<file path="config.mk">
export PLATFORM = sky130hd
export DESIGN_NAME = mmio_uart_tx
export DESIGN_NICKNAME = d
export VERILOG_FILES = /design/src/rtl/mmio_uart_tx.sv
export SDC_FILE = /design/constraint.sdc
export NUM_CORES = 1
export LEC_CHECK = 0
export CELL_PAD_IN_SITES_DETAIL_PLACEMENT = 0
export CELL_PAD_IN_SITES_GLOBAL_PLACEMENT = 2
export CORE_MARGIN = 10
export CORE_UTILIZATION = 23
export DETAILED_ROUTE_END_ITERATION = 6
export PLACE_DENSITY = 0.5
export SETUP_SLACK_MARGIN = 0.05
export SLEW_MARGIN = 20
export SYNTH_ARGS = -nofsm -noshare
export SYNTH_HDL_FRONTEND = slang
export SYNTH_SLANG_ARGS = --single-unit
</file>
<file path="constraint.sdc">
create_clock -name clk -period 5.64 [get_ports clk]
set_input_delay 1.128 -clock clk [delete_from_list [all_inputs] [get_ports clk]]
set_output_delay 1.128 -clock clk [all_outputs]
set_load 0.05 [all_outputs]
</file>
<file path="src/rtl/mmio_uart_tx.sv">
// Memory-mapped 8N1 UART transmitter with a small TX FIFO.
// Loads are combinational so MEM/WB can capture rd_data directly.
module mmio_uart_tx #(
   parameter logic [8:0]  BASE_ADDR    = 9'h1F0,
   parameter int          FIFO_DEPTH   = 8,
   parameter logic [15:0] BAUD_DIV_RST = 16'd434
) (
   input  logic        clk,
   input  logic        reset,
   input  logic        wr,
   input  logic        reade,
   input  logic [8:0]  addr,
   input  logic [31:0] wr_data,
   input  logic [2:0]  func3,
   output logic [31:0] rd_data,
   output logic        tx,
   output logic        irq
);

   localparam int PW = $clog2(FIFO_DEPTH);
   localparam logic [4:0] DEPTH = 5'(FIFO_DEPTH);

   typedef enum logic [1:0] {IDLE, START, DATA, STOP} state_t;

   state_t         state, state_nx;
   logic [7:0]     mem [FIFO_DEPTH];
   logic [PW-1:0]  wptr, rptr;
   logic [4:0]     count;
   logic           ovf, en;
   logic [15:0]    baud, cnt, div_eff;
   logic [7:0]     shift;
   logic [2:0]     bit_idx;
   logic           sel, empty, full, busy, bit_end;
   logic           we_tx, we_baud, we_ctrl;
   logic           fifo_clr, ovf_clr, pop, push, ovf_set;
   logic [1:0]     off;
   logic [31:0]    reg_val;
   logic           unused_bits;

   assign unused_bits = ^wr_data[31:16];

   assign sel = (addr[8:4] == BASE_ADDR[8:4]) & (addr[1:0] == 2'b00);
   assign off = addr[3:2];

   assign we_tx   = wr & sel & (off == 2'd0);
   assign we_baud = wr & sel & (off == 2'd2) & (func3 == 3'b010);
   assign we_ctrl = wr & sel & (off == 2'd3);

   assign fifo_clr = we_ctrl & wr_data[1];
   assign ovf_clr  = we_ctrl & wr_data[2];

   assign empty = (count == 5'd0);
   assign full  = (count == DEPTH);
   assign busy  = (state != IDLE);

   // A pop in the same cycle frees a slot, so a write while full still fits.
   assign pop     = (state == IDLE) & en & ~empty;
   assign push    = we_tx & ~fifo_clr & (~full | pop);
   assign ovf_set = we_tx & ~fifo_clr & full & ~pop;

   assign div_eff = (baud == 16'd0) ? 16'd1 : baud;
   assign bit_end = (cnt >= div_eff - 16'd1);

   assign irq = en & empty & (state == IDLE);

   always_ff @(posedge clk) begin
      if (push) mem[wptr] <= wr_data[7:0];
   end

   always_ff @(posedge clk or negedge reset) begin
      if (!reset) begin
         wptr  <= '0;
         rptr  <= '0;
         count <= '0;
         ovf   <= 1'b0;
         en    <= 1'b0;
         baud  <= BAUD_DIV_RST;
      end else begin
         if (fifo_clr) begin
            wptr  <= '0;
            rptr  <= '0;
            count <= '0;
         end else begin
            if (push) wptr <= wptr + 1'b1;
            if (pop)  rptr <= rptr + 1'b1;
            count <= count + {4'b0, push} - {4'b0, pop};
         end
         if (ovf_set)      ovf <= 1'b1;
         else if (ovf_clr) ovf <= 1'b0;
         if (we_ctrl) en   <= wr_data[0];
         if (we_baud) baud <= wr_data[15:0];
      end
   end

   always_ff @(posedge clk or negedge reset) begin
      if (!reset) state <= IDLE;
      else        state <= state_nx;
   end

   always_comb begin
      state_nx = state;
      unique case (state)
         IDLE:  if (pop) state_nx = START;
         START: if (bit_end) state_nx = DATA;
         DATA:  if (bit_end && bit_idx == 3'd7) state_nx = STOP;
         STOP:  if (bit_end) state_nx = IDLE;
      endcase
   end

   always_comb begin
      tx = 1'b1;
      unique case (state)
         IDLE:  tx = 1'b1;
         START: tx = 1'b0;
         DATA:  tx = shift[0];
         STOP:  tx = 1'b1;
      endcase
   end

   // Baud counter, shifter and bit index share one live compare.
   always_ff @(posedge clk or negedge reset) begin
      if (!reset) begin
         cnt     <= '0;
         shift   <= '0;
         bit_idx <= '0;
      end else begin
         unique case (state)
            IDLE: begin
               if (pop) begin
                  shift <= mem[rptr];
                  cnt   <= '0;
               end
            end
            START: begin
               if (bit_end) begin
                  cnt     <= '0;
                  bit_idx <= '0;
               end else cnt <= cnt + 16'd1;
            end
            DATA: begin
               if (bit_end) begin
                  cnt     <= '0;
                  shift   <= {1'b0, shift[7:1]};
                  bit_idx <= bit_idx + 3'd1;
               end else cnt <= cnt + 16'd1;
            end
            STOP: begin
               if (bit_end) cnt <= '0;
               else         cnt <= cnt + 16'd1;
            end
         endcase
      end
   end

   always_comb begin
      reg_val = '0;
      unique case (off)
         2'd0: reg_val = '0;
         2'd1: reg_val = {23'b0, count, ovf, empty, full, busy};
         2'd2: reg_val = {16'b0, baud};
         2'd3: reg_val = {31'b0, en};
      endcase
   end

   always_comb begin
      rd_data = '0;
      if (reade && sel) begin
         case (func3)
            3'b000:  rd_data = {{24{reg_val[7]}}, reg_val[7:0]};
            3'b001:  rd_data = {{16{reg_val[15]}}, reg_val[15:0]};
            3'b010:  rd_data = reg_val;
            3'b100:  rd_data = {24'b0, reg_val[7:0]};
            3'b101:  rd_data = {16'b0, reg_val[15:0]};
            default: rd_data = '0;
         endcase
      end
   end

endmodule

</file>
# Word level (Yosys, flattened, before mapping)

Memory sizes are Yosys's and may differ from the RTL's.
Index checks and enable logic that the tools add are counted.

Register bits after elaboration: 58
Latch bits: 0
RAM bits: 64
Bits in read-only memories: 0
Bits of input ports: 48
Output and inout port bits: 34
Word-level logic and storage cells: 105
Memories: 1

Memories:

| name | words | width | rd ports | clocked after Yosys merged registers in | wr ports | RTL line | source |
|---|---|---|---|---|---|---|---|
| mem  | 8     | 8     | 1        | 0                                       | 1        | 26       | `logic [7:0] mem [FIFO_DEPTH];` |

Add/sub/neg operators: 7
$mul: 0
Divide/modulo/power cells: 0
Order comparisons: 1
Equal/unequal tests: 18
Shifts and indexed selects: 0
Mux-type cells: 28
Bitwise gates (word level): 21
Reductions and logical operators: 19

Operator list:

| cell                                                                 | number |
|---|---|
| 32-bit one-hot mux with 5 select lines                               | 1 |
| 32-bit one-hot mux with 4 select lines                               | 1 |
| 16-bit two-way mux                                                   | 3 |
| 32-bit two-way mux                                                   | 1 |
| 16-bit one-hot mux with 2 select lines                               | 1 |
| 3-bit two-way mux                                                    | 6 |
| 16-bit by 1-bit adder with 16-bit output, second input constant      | 1 |
| 1-bit bitwise AND                                                    | 16 |
| 16-bit >= comparator                                                 | 1 |
| 16-bit zero test                                                     | 1 |
| 8-bit two-way mux                                                    | 2 |
| 8-bit one-hot mux with 2 select lines                                | 1 |
| 16-bit by 1-bit subtractor with 16-bit output, second input constant | 1 |
| 2-bit nonzero test                                                   | 6 |
| 2-bit inequality test, second input constant                         | 5 |
| 3-bit by 1-bit adder with 3-bit output, second input constant        | 3 |
| 3-bit equality test, second input constant                           | 3 |
| 2-bit equality test, second input constant                           | 4 |
| 2-bit two-way mux                                                    | 4 |
| 2-bit one-hot mux with 4 select lines                                | 1 |
| 2-bit zero test                                                      | 3 |
| 3-bit one-hot mux with 2 select lines                                | 1 |
| 3-bit AND reduction                                                  | 2 |
| 5-bit by 1-bit adder with 5-bit output                               | 1 |
| 17 further kinds                                                     | 25 |

# Longest topological paths before layout

Gate-level depths: netlist of the first run.

Word-level depth: 11
Depth in mapped cells: 20
Gate-level depth less buffers: 18

# Least setup slack after synthesis of the first run

Ideal clock, no wire load.

Path kind: input -> output
Start: input addr[1]
End: output rd_data[17]
Data arrival time: 4864 ps
Data required time: 4512 ps
Path slack: -352 ps
Cell stages on the path: 5
Path buffers: 1
Path through: or2_2 nor3_1 nand2_1 nor4_1 buf_4

Word-level cells in the longest chain between the ends: 4

Ends and longest elaborated chain:

| item               | RTL line | source |
|---|---|---|
| start: declaration | 12       | `input logic [8:0] addr,` |
| 2-bit zero test    | 42       | `assign sel = (addr[8:4] == BASE_ADDR[8:4]) & (addr[1:0] == 2'b00);` |
| 1-bit bitwise AND  | 42       |  |
| 1-bit logical AND  | 167      | `if (reade && sel) begin` |
| 32-bit two-way mux | 167      |  |
| end: declaration   | 15       | `output logic [31:0] rd_data,` |

Every way passes these cells.

# Worst setup path after layout of the first run

Start: register baud[12]
End: register shift[6]

Word-level cells in the longest chain between the ends: 6

Ends and longest elaborated chain:

| item                                              | RTL line | source |
|---|---|---|
| start: declaration                                | 30       | `logic [15:0] baud, cnt, div_eff;` |
| start signal: assignment                          | 91       | `if (we_baud) baud <= wr_data[15:0];` |
| 16-bit zero test                                  | 61       | `assign div_eff = (baud == 16'd0) ? 16'd1 : baud;` |
| 16-bit two-way mux (*)                            | 61       |  |
| 16-bit by 1-bit subtractor with 16-bit output (*) | 62       | `assign bit_end = (cnt >= div_eff - 16'd1);` |
| 16-bit >= comparator (*)                          | 62       |  |
| 2-bit inequality test (no source line) (*)        | --       |  |
| 3-bit AND reduction (no source line) (*)          | --       |  |
| end signal: assignment                            | 130      | `shift <= mem[rptr];` |
| end signal: assignment                            | 143      | `shift <= {1'b0, shift[7:1]};` |
| end: declaration                                  | 31       | `logic [7:0] shift;` |

Mark *: on every way between the ends. The rest lies on a longest branch, timed or not.
A chain may end at the register's enable or synchronous reset.

==> metrics, run 1 <==
status complete, no violations; Main synth FF type edfxtp_1; Clock Path Buffers 2; io pins 82; post-synthesis cell count 531; Yosys warnings 0; # port buffers 65; Seq/Total Area, Yosys 52.77%; Leak roughly 3.2 nW; CTS resizes 0; slew margin rel. between 30 and 40%; fraction of registers with async set/reset about 48%; starting density of the core roughly 23%; routed vias roughly 4300; Post-Route WL 17190 microns; Layout Area Growth over Synthesis 26.79%; post-synth net total roughly 610; Reg clk slew, reported paths about 0.070 ns; share of layout cells above drive strength 1 a little over a fifth; area leader, netlist edfxtp_1; die span in y roughly 190 microns; Seq cells post-synth between 100 and 150; Filler Cell Count ~2900; post-synth top area share between 30% and 40%; CP endpoint kind flop; main area contributors after synthesis edfxtp_1 30%, dfrtp_1 21%, ha_1 6.6%; NumNets Final ~670; Net Switching approximately 1.1 mW; first-pass GRT wire length between 20000 and 30000 microns; internal power between 2 and 2.5 mW; die area around 35000 sq um; GRT Residual Overflow 0; clock sinks between 100 and 150; critical path start-end classification reg2reg; number of H-tree levels 4; Vias/cell 4.424; 1st-iter DRT viols 230; most frequent cells in the layout 64 x edfxtp_1, 53 x dfrtp_1, 47 x nand2_1; fmax between 0.15 and 0.2 GHz; Core Area ~28000 sq um; Final Slew Violations 0; antenna cells 0; fin crit share between 90% and 100%; crit start category flop; Comb pwr share between 20% and 30%; Peak VDD IR 140.8 uV; crit-path max FO 8; largest net degree at the start of global routing between 50 and 60; gr usage total 9.904%; Final min period 5.098 ns; drt pass-1 iters 4; Net Sw Frac about a third; Clk pwr share between 30% and 40%; setup TNS 0 ns; R2R depth 18; clock skew 0.01897 ns; Pwr per Cell Area roughly 380 nW/um^2; worst slew pin tran 0.9022 ns; Post-Syn Area 6404 sq um; DR DRC count 0; initial antenna violation count 0; clk_lat worst skew between 0.4 and 0.5 ns; root buf cell clkbuf_16; number of synthesized flops with an enable pin between 60 and 70; detailed-route wire length per cell 17.50 microns; Placer Congestion between 0.7 and 0.8; WP data required about 5.9 ns; most common cell after layout, fill and taps aside edfxtp_1; Hold Crit Depth 1; post-synthesis area per instance between 10 and 15 sq um; dpl hpwl between 10000 and 15000 microns; hold buffers post-CTS 0; post-CTS setup buffers 0; final setup fails 0; total CTS buffers 17; MaxCap Viol Count 0; Antenna Nets Post-Route 0; Hold Path Class reg2reg; vias in the first global route ~4700; Total Power around 3 mW; CTS tree done; library cells used by synthesis 57; Final Hold Vio Count 0; Rows 61; Die W 186.9 microns; register share of total power a little under two fifths; RSZ-0062 raised after global routing false; CP arrival 5.39 ns
## area by class of cell
class	instances	area (sq um)	area share (%)
Multi-Input combinational cell	360	2784	34.29
Tap cell	378	473.0	5.825
Timing Repair Buffer	74	853.3	10.51
Clock inverter	15	143.9	1.772
Sequential cell	122	3379	41.62
Clock buffer	17	425.4	5.240
Inverter	16	60.06	0.7397
## final timing paths
check / to / from / slack (ns)
min: shift[5] / shift[5] / 0.51
max reg2reg: shift[6] / baud[12] / 0.54
max: shift[6] / baud[12] / 0.54
max in group asynchronous: shift[6] / reset / 4.15
min in group asynchronous: baud[12] / reset / 0.91
min reg2reg: shift[5] / shift[5] / 0.51
## cells in the mapped netlist (all sizes together), types with 5 or more instances
cell type,count
ha,34
nor2b,11
a21oi,21
a21o,6
nor4,6
inv,16
nand2,48
edfxtp,64
xnor2,9
dfrtp,53
o211ai,5
nor2,42
o21ai,26
dfstp,5
nand3,8
or3,7
clkbuf,14
mux4,16
mux2i,8
nor3,14
mux2,27
and3,5
a22oi,7
nand2b,5
a22o,5
buf,19
xor2,8
## worst max-delay path, stage by stage (launching register included)
cell and delay (ns):
dfrtp_1 0.43, or4_1 0.57, or3_1 0.34, or3_4 0.35, nor3_1 0.20, a31oi_1 0.17, ha_1 0.23, nand2_1 0.09
or3_1 0.22, nor2_1 0.10, nand2_1 0.08, xor2_1 0.18, ha_1 0.27, and4_1 0.18, a211oi_1 0.31, buf_4 0.20
nand3_1 0.19, o21ai_2 0.46, mux2_2 0.38
## logic make-up after synthesis
| logic type | count (synthesis) | share of synthesized area, % |
|---|---|---|
| and+or+nand+nor | 166 | 13.15 |
| adders and majority gates | 35 | 6.956 |
| muxes | 51 | 11.63 |
| DFF | 122 | 52.77 |
| AOI/OAI and AO/OA | 91 | 9.320 |
| buffers and inverters | 49 | 3.849 |
| xor gates and xnor gates | 17 | 2.325 |
## power by group through the flow
| stage | Clock (mW) | Combinational (mW) | Sequential, mW |
|---|---|---|---|
| after floorplan | 0 | 0.677 | 1.09 |
| after global placement | 0 | 0.880 | 1.15 |
| after detailed placement | 0 | 0.896 | 1.15 |
| after CTS | 1.11 | 0.903 | 1.13 |
| after global routing | 1.14 | 1.00 | 1.14 |
| final | 1.07 | 0.881 | 1.13 |
## layer usage
metal / GRT usage, % / part of all wire [%]
met1: 12.81 / 48
met4: 2.699 / 0.56
met5: 0 / 0
met2: 15.90 / 47
met3: 2.722 / 3.9
## metrics by stage
stage                     utilization (%)  area [sq um]  instances  setup WS, ns  hold WS [ns]
after floorplan                         -          6410        531        0.7487        0.4661
after global placement              27.33          7550        950        0.4971        0.4756
after detailed placement            27.33          7550        950        0.5446        0.4946
after CTS                           29.39          8119        982        0.5327        0.5106
after global routing                29.39          8119        982        0.1525        0.5264
final                               29.39          8119        982        0.5417        0.5106
## registers in the layout, indices dropped and copies added (netlist names)
register and cells:
shift 8, ovf 1, baud 16, count 5
wptr 3, rptr 3, mem 64, bit_idx 3
state 2, en 1, cnt 16
Power figures use the tool's default switching activity.
==> inputs of run 2 (changes only) <==
- CORE_UTILIZATION: 23 -> 38
- PLACE_DENSITY: 0.5 -> 0.78
- clock period: 5.64 -> 4.9 ns (I/O delays scaled with it)
==> run 2 against run 1 <==
- sequential power is 19% higher
- die area is 36% lower
- critical path depth stayed put
- non-clock buffer count is 7 higher
- critical path type unchanged
- critical endpoint is now shift[1]
- largest power group unchanged
==> metrics, run 2 (synthesized netlist as in run 1, its figures left out) <==
die area 22440 sq um (was 34920 sq um); most common cell after layout, fill and taps aside edfxtp_1 (unchanged); Vias/cell 5.176 (was 4.424); Die W 149.8 microns (was 186.9 microns); Reg clk slew, reported paths 0.06 ns (was 0.07 ns); Final min period 4.600 ns (was 5.098 ns); starting density of the core 38.75% (was 23.18%); gr usage total 14.00% (was 9.904%); vias in the first global route 4481 (was 4661); clk_lat worst skew 0.41 ns (was 0.42 ns); Hold Slack 0.5041 ns (was 0.5106 ns); share of layout cells above drive strength 1 23.40% (was 20.86%); critical path start-end classification reg2reg (unchanged); io pins 82 (unchanged); Placer Congestion 0.8155 (was 0.7305); CP Buf/Inv Count 2 (was 1); DR DRC count 0 (unchanged); Core Area 16520 sq um (was 27630 sq um); Post-Route WL 15070 microns (was 17190 microns); Hold Startpoint shift[2] (was shift[5]); final setup fails 0 (unchanged); largest registers mem x64, baud x16, cnt x16 (unchanged); critical path cell sequence or4_1 -> or3_1 -> or3_4 -> nor3_2 -> a31oi_1 -> ha_1 -> nand2_1 -> or3_4 -> nor4_1 -> xnor2_1 -> ha_1 -> and4_1 -> a211oi_1 -> buf_4 -> nand3_2 -> o21ai_2 -> buf_4 -> mux2_2 (was or4_1 -> or3_1 -> or3_4 -> nor3_1 -> a31oi_1 -> ha_1 -> nand2_1 -> or3_1 -> nor2_1 -> nand2_1 -> xor2_1 -> ha_1 -> and4_1 -> a211oi_1 -> buf_4 -> nand3_1 -> o21ai_2 -> mux2_2); Peak VDD IR 287.8 uV (was 140.8 uV); total CTS buffers 17 (unchanged); crit start category flop (unchanged); initial antenna violation count 0 (unchanged); worst slew pin tran 0.9329 ns (was 0.9022 ns); hold buffers post-CTS 0 (unchanged); antenna cells 0 (unchanged); Critical Path Source baud[12] (unchanged); CTS tree done (unchanged); clock skew 0.01162 ns (was 0.01897 ns); dpl hpwl 11140 microns (was 12300 microns); Layout Area Growth over Synthesis 26.77% (was 26.79%); fin crit share 93.88% (was 90.40%); met1 Usage GRT 17.57% (was 12.81%); most frequent cells in the layout 64 x edfxtp_1, 52 x dfrtp_1, 47 x nand2_1 (was 64 x edfxtp_1, 53 x dfrtp_1, 47 x nand2_1); fmax 0.2174 GHz (was 0.1961 GHz); first-pass GRT wire length 24390 microns (was 27350 microns); CP delay by family, top simple AND/OR/NAND/NOR gates (unchanged); Leak 3.298 nW (was 3.194 nW); Global Route met3 Usage 3.321% (was 2.722%); slowest cell delay on critical path 0.59 ns (was 0.57 ns); crit-path max FO 8 (unchanged); Rows 47 (was 61); # port buffers 65 (unchanged); largest net degree at the start of global routing 39 (was 59); Final Slew Violations 0 (unchanged); worst r2r src baud[12] (unchanged); detailed-route wire length per cell 18.13 microns (was 17.50 microns); die span in y 149.8 microns (was 186.9 microns); status complete, no violations (unchanged); CP arrival 4.89 ns (was 5.39 ns); fin cells 831 (was 982); Antenna Nets Post-Route 0 (unchanged); routed vias 4301 (was 4344); register area 3381 sq um (was 3379 sq um); NumNets Final 681 (was 674); WP data required 5.19 ns (was 5.93 ns); met2 Usage GRT 23.36% (was 15.90%); 1st-iter DRT viols 226 (was 230); slew margin rel. 37.81% (was 39.65%); crit path max-delay cell type or4_1 (unchanged); MaxCap Viol Count 0 (unchanged); drt pass-1 iters 4 (unchanged); max reg flops 64 (unchanged); RSZ-0062 raised after global routing false (unchanged); Pwr per Cell Area 438.2 nW/um^2 (was 379.7 nW/um^2); root buf cell clkbuf_16 (unchanged); area of the multi-input gates 2799 sq um (was 2784 sq um); post-CTS setup buffers 0 (unchanged); Largest Register mem (unchanged); gr busiest metal met2 (unchanged); setup TNS 0 ns (unchanged); final core occ 49.13% (was 29.39%); GRT Residual Overflow 0 (unchanged); Hold Path Class reg2reg (unchanged); Clock Path Buffers 2 (unchanged); Filler Cell Count 1460 (was 2864); Final Hold Vio Count 0 (unchanged); CP endpoint kind flop (unchanged); Post-Place Cells 799 (was 950); number of H-tree levels 4 (unchanged); clock sinks 122 (unchanged)
run 2: cell count changes in the layout (fill, tap and decap cells not counted), moves of 2 or more:
cell / before / now
buf_12: 16 / 25
clkbuf_1: 0 / 2
clkdlybuf4s50_1: 40 / 32
inv_6: 6 / 2
inv_8: 6 / 0
clkinv_4: 1 / 4
buf_4: 17 / 23
clkbuf_16: 17 / 21
run 2: cell type report:
cell class | count | area share (%)
timing repair buffer | 81 | 12.30
clock inverter | 9 | 0.8785
clock buffer | 23 | 6.566
tap | 220 | 3.391
inverter | 16 | 0.7398
multi-input combinational | 360 | 34.48
sequential | 122 | 41.65
run 2: final timing paths:
check | end | slack [ns] | cells after the start
max in group asynchronous | baud[5] | 3.28 | 2
min in group asynchronous | shift[3] | 0.69 | 1
worst max-delay path | shift[1] | 0.30 | 18
worst min-delay path | shift[2] | 0.50 | 1
worst min register to register | shift[2] | 0.50 | 1
worst max register to register | shift[1] | 0.30 | 18
run 2: repair_timing:
item / CTS / global route
setup endpoints to repair: 7 / 14
resized for setup: 1 / 2
pin swaps: 0 / 2
gates cloned: 0 / 0
run 2: layer usage:
| metal | vias to the layer above | wire, microns |
|---|---|---|
| li1 | 2104 | - |
| met2 | 51 | 7780 |
| met5 | - | 0 |
| met1 | 2132 | 6697 |
| met4 | 0 | 141 |
| met3 | 14 | 450 |
run 2: where the power goes:
part | switching, mW | internal, mW
clock network | 0.460 | 0.774
registers | 0.157 | 1.18
logic | 0.511 | 0.476
total | 1.13 | 2.43
run 2: through the flow:
stage | total power, mW | area (sq um) | worst slack, ns
2_1_floorplan | 2.029 | 6410 | 0.3047
3_3_place_gp | 2.314 | 7497 | 0.1686
3_5_place_dp | 2.342 | 7497 | 0.04677
4_1_cts | 3.595 | 8107 | 0.1279
5_1_grt | 3.776 | 8118 | 0.01985
6_report | 3.557 | 8118 | 0.2999
